## src/rtl/medikit_pkg.sv

```systemverilog
// Shared constants and types for the medikit alarm path: buzzer state codes,
// alarm source bit positions and the alarm scheduler FSM state type.
package medikit_pkg;

  localparam logic [3:0] CODE_IDLE   = 4'b0000;
  localparam logic [3:0] CODE_REMIND = 4'b0110;
  localparam logic [3:0] CODE_MISSED = 4'b0111;
  localparam logic [3:0] CODE_FAULT  = 4'b1000;

  localparam int SRC_REMIND = 0;
  localparam int SRC_MISSED = 1;
  localparam int SRC_FAULT  = 2;

  typedef enum logic [1:0] {
    IDLE = 2'd0,
    ON   = 2'd1,
    OFF  = 2'd2
  } state_t;

  // Map a one-hot grant to the buzzer code of that source.
  function automatic logic [3:0] code_of(input logic [2:0] sel);
    logic [3:0] code;
    code = CODE_IDLE;
    if (sel[SRC_FAULT])       code = CODE_FAULT;
    else if (sel[SRC_MISSED]) code = CODE_MISSED;
    else if (sel[SRC_REMIND]) code = CODE_REMIND;
    return code;
  endfunction

endpackage

```

## src/rtl/prio_arbiter.sv

```systemverilog
// Combinational fixed-priority picker for the three alarm sources.
// Fault beats missed dose, missed dose beats reminder; masked sources never win.
module prio_arbiter
  import medikit_pkg::*;
(
  input  logic [2:0] req,
  input  logic [2:0] mask,
  output logic [2:0] win,
  output logic       valid
);

  logic [2:0] elig;

  // Pick the highest-priority unmasked request as a one-hot winner.
  always_comb begin
    elig  = req & ~mask;
    win   = 3'b000;
    valid = |elig;
    if (elig[SRC_FAULT])       win[SRC_FAULT]  = 1'b1;
    else if (elig[SRC_MISSED]) win[SRC_MISSED] = 1'b1;
    else if (elig[SRC_REMIND]) win[SRC_REMIND] = 1'b1;
  end

endmodule

```

## src/rtl/alarm_scheduler.sv

```systemverilog
// Alarm scheduler: arbitrates reminder / missed-dose / fault requests and
// sequences the shared buzzer code with an on/off cadence, a beep-cycle
// limit, user acknowledge and priority preemption. All outputs registered.
module alarm_scheduler
  import medikit_pkg::*;
#(
  parameter int ON_TICKS   = 2,
  parameter int OFF_TICKS  = 2,
  parameter int MAX_CYCLES = 8
) (
  input  logic       clk_base,
  input  logic       rst_n,
  input  logic       tick,
  input  logic [2:0] req,
  input  logic       ack,
  output logic [3:0] state_out,
  output logic [2:0] grant,
  output logic       active,
  output logic       timeout
);

  state_t     state;
  logic [2:0] mask;
  logic [7:0] tick_cnt;
  logic [7:0] cycle_cnt;

  logic [2:0] arb_mask;
  logic [2:0] win;
  logic       win_valid;

  logic       serving;
  logic       preempt;
  logic       dropped;
  logic       on_done;
  logic       off_done;
  logic       cyc_done;
  logic       to_evt;
  logic [2:0] mask_set;

  // An ack hides the current source from the arbiter so the same edge can
  // hand the buzzer straight to whatever is still eligible.
  always_comb begin
    arb_mask = mask;
    if (serving && ack) arb_mask = mask | grant;
  end

  prio_arbiter u_arb (
    .req   (req),
    .mask  (arb_mask),
    .win   (win),
    .valid (win_valid)
  );

  // Event decode for the current cycle; ack outranks any tick-driven event.
  always_comb begin
    serving  = (state != IDLE);
    preempt  = serving && win_valid && (ack || (win > grant));
    dropped  = serving && ((req & grant) == 3'b000);
    on_done  = (state == ON)  && tick && ((tick_cnt + 8'd1) == 8'(ON_TICKS));
    off_done = (state == OFF) && tick && ((tick_cnt + 8'd1) == 8'(OFF_TICKS));
    cyc_done = off_done && ((cycle_cnt + 8'd1) == 8'(MAX_CYCLES));
    to_evt   = cyc_done && !ack && (preempt || !dropped);
    mask_set = 3'b000;
    if ((serving && ack) || to_evt) mask_set = grant;
  end

  // Scheduler FSM with registered outputs and the per-source mask.
  always_ff @(posedge clk_base or negedge rst_n) begin
    if (!rst_n) begin
      state     <= IDLE;
      mask      <= 3'b000;
      tick_cnt  <= 8'd0;
      cycle_cnt <= 8'd0;
      state_out <= CODE_IDLE;
      grant     <= 3'b000;
      active    <= 1'b0;
      timeout   <= 1'b0;
    end else begin
      timeout <= 1'b0;
      mask    <= (mask | mask_set) & req;
      case (state)
        IDLE: begin
          if (win_valid) begin
            state     <= ON;
            grant     <= win;
            state_out <= code_of(win);
            active    <= 1'b1;
            tick_cnt  <= 8'd0;
            cycle_cnt <= 8'd0;
          end
        end
        ON, OFF: begin
          if (preempt) begin
            state     <= ON;
            grant     <= win;
            state_out <= code_of(win);
            active    <= 1'b1;
            tick_cnt  <= 8'd0;
            cycle_cnt <= 8'd0;
            timeout   <= to_evt;
          end else if (ack || dropped || to_evt) begin
            state     <= IDLE;
            grant     <= 3'b000;
            state_out <= CODE_IDLE;
            active    <= 1'b0;
            tick_cnt  <= 8'd0;
            cycle_cnt <= 8'd0;
            timeout   <= to_evt;
          end else if (on_done) begin
            state     <= OFF;
            state_out <= CODE_IDLE;
            tick_cnt  <= 8'd0;
          end else if (off_done) begin
            state     <= ON;
            state_out <= code_of(grant);
            tick_cnt  <= 8'd0;
            cycle_cnt <= cycle_cnt + 8'd1;
          end else if (tick) begin
            tick_cnt  <= tick_cnt + 8'd1;
          end
        end
        default: begin
          state     <= IDLE;
          grant     <= 3'b000;
          state_out <= CODE_IDLE;
          active    <= 1'b0;
          tick_cnt  <= 8'd0;
          cycle_cnt <= 8'd0;
        end
      endcase
    end
  end

endmodule

```

## config.mk

```make
export PLATFORM = sky130hd
export DESIGN_NAME = alarm_scheduler
export DESIGN_NICKNAME = d
export VERILOG_FILES = /design/src/rtl/medikit_pkg.sv /design/src/rtl/prio_arbiter.sv /design/src/rtl/alarm_scheduler.sv
export SDC_FILE = /design/constraint.sdc
export NUM_CORES = 1
export LEC_CHECK = 0
export BUFFER_PORTS_ARGS = -buffer_cell sky130_fd_sc_hd__clkbuf_2
export CORE_ASPECT_RATIO = 0.75
export CORE_UTILIZATION = 40
export CTS_CLUSTER_SIZE = 10
export DETAILED_ROUTE_END_ITERATION = 8
export HOLD_SLACK_MARGIN = 0.02
export SETUP_SLACK_MARGIN = 0.2
export SLEW_MARGIN = 20
export SYNTH_ARGS = -nofsm -noshare
export SYNTH_HDL_FRONTEND = slang
export SYNTH_SLANG_ARGS = --single-unit
```

## constraint.sdc

```tcl
create_clock -name clk_base -period 3.6 [get_ports clk_base]
set_input_delay 0.54 -clock clk_base [delete_from_list [all_inputs] [get_ports clk_base]]
set_output_delay 0.54 -clock clk_base [all_outputs]
set_load 0.03 [all_outputs]
```

==> out/qor.yml <==
status: "finished with violations"
violations: "DRC"
synth-edff-count: 0
ys_top_cells_by_area: "dfrtp_1, ha_1, o21ai_0, nor2_1, nand2_1"
final-instance-count-excl-fill: 325
max_freq_ghz: 0.3116
cts_tree: "yes"
period_share_pct: 89.14
synth_top_cell_area_share_pct: 35.58
design_area_sq_um: 2345
die-area_sq_um: 5391
cp.arrival_ps: 3440
switching_power_mw: 0.5528
setup_ws_ps: 390.9
cts_buffer_depth: 2
die_w_um: 84.45
tns_ps: 0
required_ps: 3830
avgViaCountPerCell: 5.628
critPathLaunchType: "flop"
vdd_drop_max_mv: 0.2982
gr-total-overflow: 0
placed_area_sq_um: 2191
grt_pass1_wl_mm: 7.783
rows: 22
ys_types: 52
dr.pass1.iters: 6
placedCellCount: 315
dp_hpwl_mm: 3.387
avgSynthCellArea_sq_um: 8.428
global_route.usage.total_pct: 18.35
yosysSeqAreaShare_pct: 35.58
synth_fp_nets: 260
p_seq_share_pct: 30.5
finalPower_mw: 1.374
vias: 1829
path_common_cell: "inv_1"
powerDensity_nw_per_um2: 586.0
switching_share_pct: 40.23
syn_area_sq_um: 2039
clock-sinks: 29
period_minus_slack_ps: 3209
io_buffers: 15
netlist_instances: 242
syn_to_final_growth_pct: 14.97
die_h_um: 63.84
crit_fanout: 12
worst_hold_slack_ps: 306.7
wl_per_cell_um: 14.20
hold_path.class: "in2async"
clock_skew_ps: 11.42
utilization_pct: 47.86
yosys_register_bits: 29
wl_mm: 4.616
cts.hold.buffers_added: 0
synthFlopType: "dfrtp_1"
post-synth-top-area-cell: "dfrtp_1"
core_area_sq_um: 4900
crit_type: "reg2reg"
grt_max_degree: 30
crit_path_cell_trace: "inv_1 -> ha_2 -> nor2b_4 -> a21o_4 -> nand2_1 -> inv_1 -> ha_1 -> inv_1 -> o21ai_0 -> a31o_2 -> a21o_4 -> or4b_4 -> or3b_1 -> nand2_1"
worstSkewPairLatency_ps: 290
drc: 2
intPower_mw: 0.8212
nets: 282
p_clk_share_pct: 25.8
crit_path_end_kind: "flop"
finalHoldViolations: 0
start_util_pct: 41.62
place_congestion: 0.8500
cts_max_level: 2
comb_power_share_pct: 43.6
antenna_found_initial: 0
drt_iter0_drc: 124
tightest_slew_ps: 741.1
ios: 16
synth.most_common_cell: "dfrtp_1"
async_flop_share_pct: 100.0
drv_slew: 0
drive_above_1_share_pct: 19.62
cts_made_buffers: 5
critPathSlowestCell: "or4b_4"
synth_warnings: 0
rsz0062_at_grt: "false"
pre_cts_ws_ps: 172.7
root_buffer: "clkbuf_8"
power_leakage_nw: 1.073
drv_cap: 0
clkTransAtPathRegs_ps: 70
grt_pass1_vias: 1659
crit_path_max_incr_delay_ps: 560
antenna_cells: 0
antenna_left: 0
slew-limit-headroom_pct: 50.59
setup_viol: 0
synth_common_cells: "dfrtp_1, nor2_1, o21ai_0"
-- final timing paths --
| path | startpoint | endpoint | slack (ps) | cells past startpoint |
|---|---|---|---|---|
| setup reg to reg | state[0]$_DFFE_PN0P_ | tick_cnt[3]$_DFFE_PN0P_ | 390 | 14 |
| setup / recovery | state[0]$_DFFE_PN0P_ | tick_cnt[3]$_DFFE_PN0P_ | 390 | 14 |
| hold / removal | rst_n | tick_cnt[3]$_DFFE_PN0P_ | 310 | 1 |
| max in group asynchronous | rst_n | tick_cnt[7]$_DFFE_PN0P_ | 2820 | 1 |
| min in group clk_base | req[2] | mask[2]$_DFF_PN0_ | 500 | 3 |
| hold reg to reg | state_out[0]$_DFFE_PN0P_ | state_out[0]$_DFFE_PN0P_ | 500 | 2 |
-- registers in the layout, indices dropped and copies added, names as in the netlist --
name	count
mask	3
state_out	3
state	2
tick_cnt	8
timeout	1
cycle_cnt	8
grant	3
active	1
-- layout by cell type, fill, tap and decap left out, types with 2 or more instances in the layout --
cell,count
clkbuf_8,6
and2_1,3
ha_1,10
nand2b_1,5
nor2_1,22
o21a_1,2
or3_1,4
and3_1,8
o41ai_1,2
a31oi_1,3
or2_2,4
a21oi_1,11
a21o_4,2
nand2_1,21
nand3_1,12
dfrtp_1,29
and4_1,3
a21oi_2,2
nand4_1,2
nor3_1,10
o21ai_0,22
a221o_1,5
clkbuf_2,15
inv_1,13
nor4_1,5
buf_4,7
a31o_2,3
nor2b_1,2
a21o_1,2
mux2_2,4
-- cell families after synthesis --
logic type               share of synthesized area (%)
AND/OR/NAND/NOR                                  30.00
AO/OA/AOI/OAI                                    19.76
flip-flops                                       35.58
adder cells (fa/ha/maj)                          6.748
XOR/XNOR                                        0.8591
buffers and inverters                            4.356
multiplexers                                     2.699
-- critical path, delay by kind of cell (launching register included) --
family	cells	cell delay, ps
AO/OA/AOI/OAI	4	840
adder cells (fa/ha/maj)	2	530
buffers and inverters	3	200
flip-flops	1	410
AND/OR/NAND/NOR	5	1180
-- final cells by class --
cell class | count | area [sq um]
clock buffers | 7 | 86.33
clock inverters | 1 | 30.03
multi-input cells | 192 | 1247
well taps | 60 | 75.07
inverters | 14 | 52.55
flip-flops and latches | 29 | 725.7
repair buffers | 22 | 127.6
fillers | 502 | 2555
-- power groups by stage --
stage / logic [mW] / clock network (mW) / registers [mW]
finish: 0.599 / 0.355 / 0.420
CTS: 0.570 / 0.362 / 0.421
floorplan: 0.351 / 0 / 0.478
global placement: 0.563 / 0 / 0.424
detailed placement: 0.563 / 0 / 0.426
global route: 0.662 / 0.374 / 0.430
-- routing by layer --
layer  GRT usage [%]  share of wire (%)  up-vias
met3           5.039                3.3        5
met1           27.33                 56      868
li1                -                  -      929
met2           26.13                 41       27
met4           4.449               0.69        0
met5               0                  0        -
-- repair_timing --
item / in CTS / in global routing
endpoints found under the setup margin: 4 / 22
setup buffers: 0 / 2
pin swaps: 0 / 1
resized for setup: 1 / 5
No activity file was read; power rests on OpenSTA's default activity.
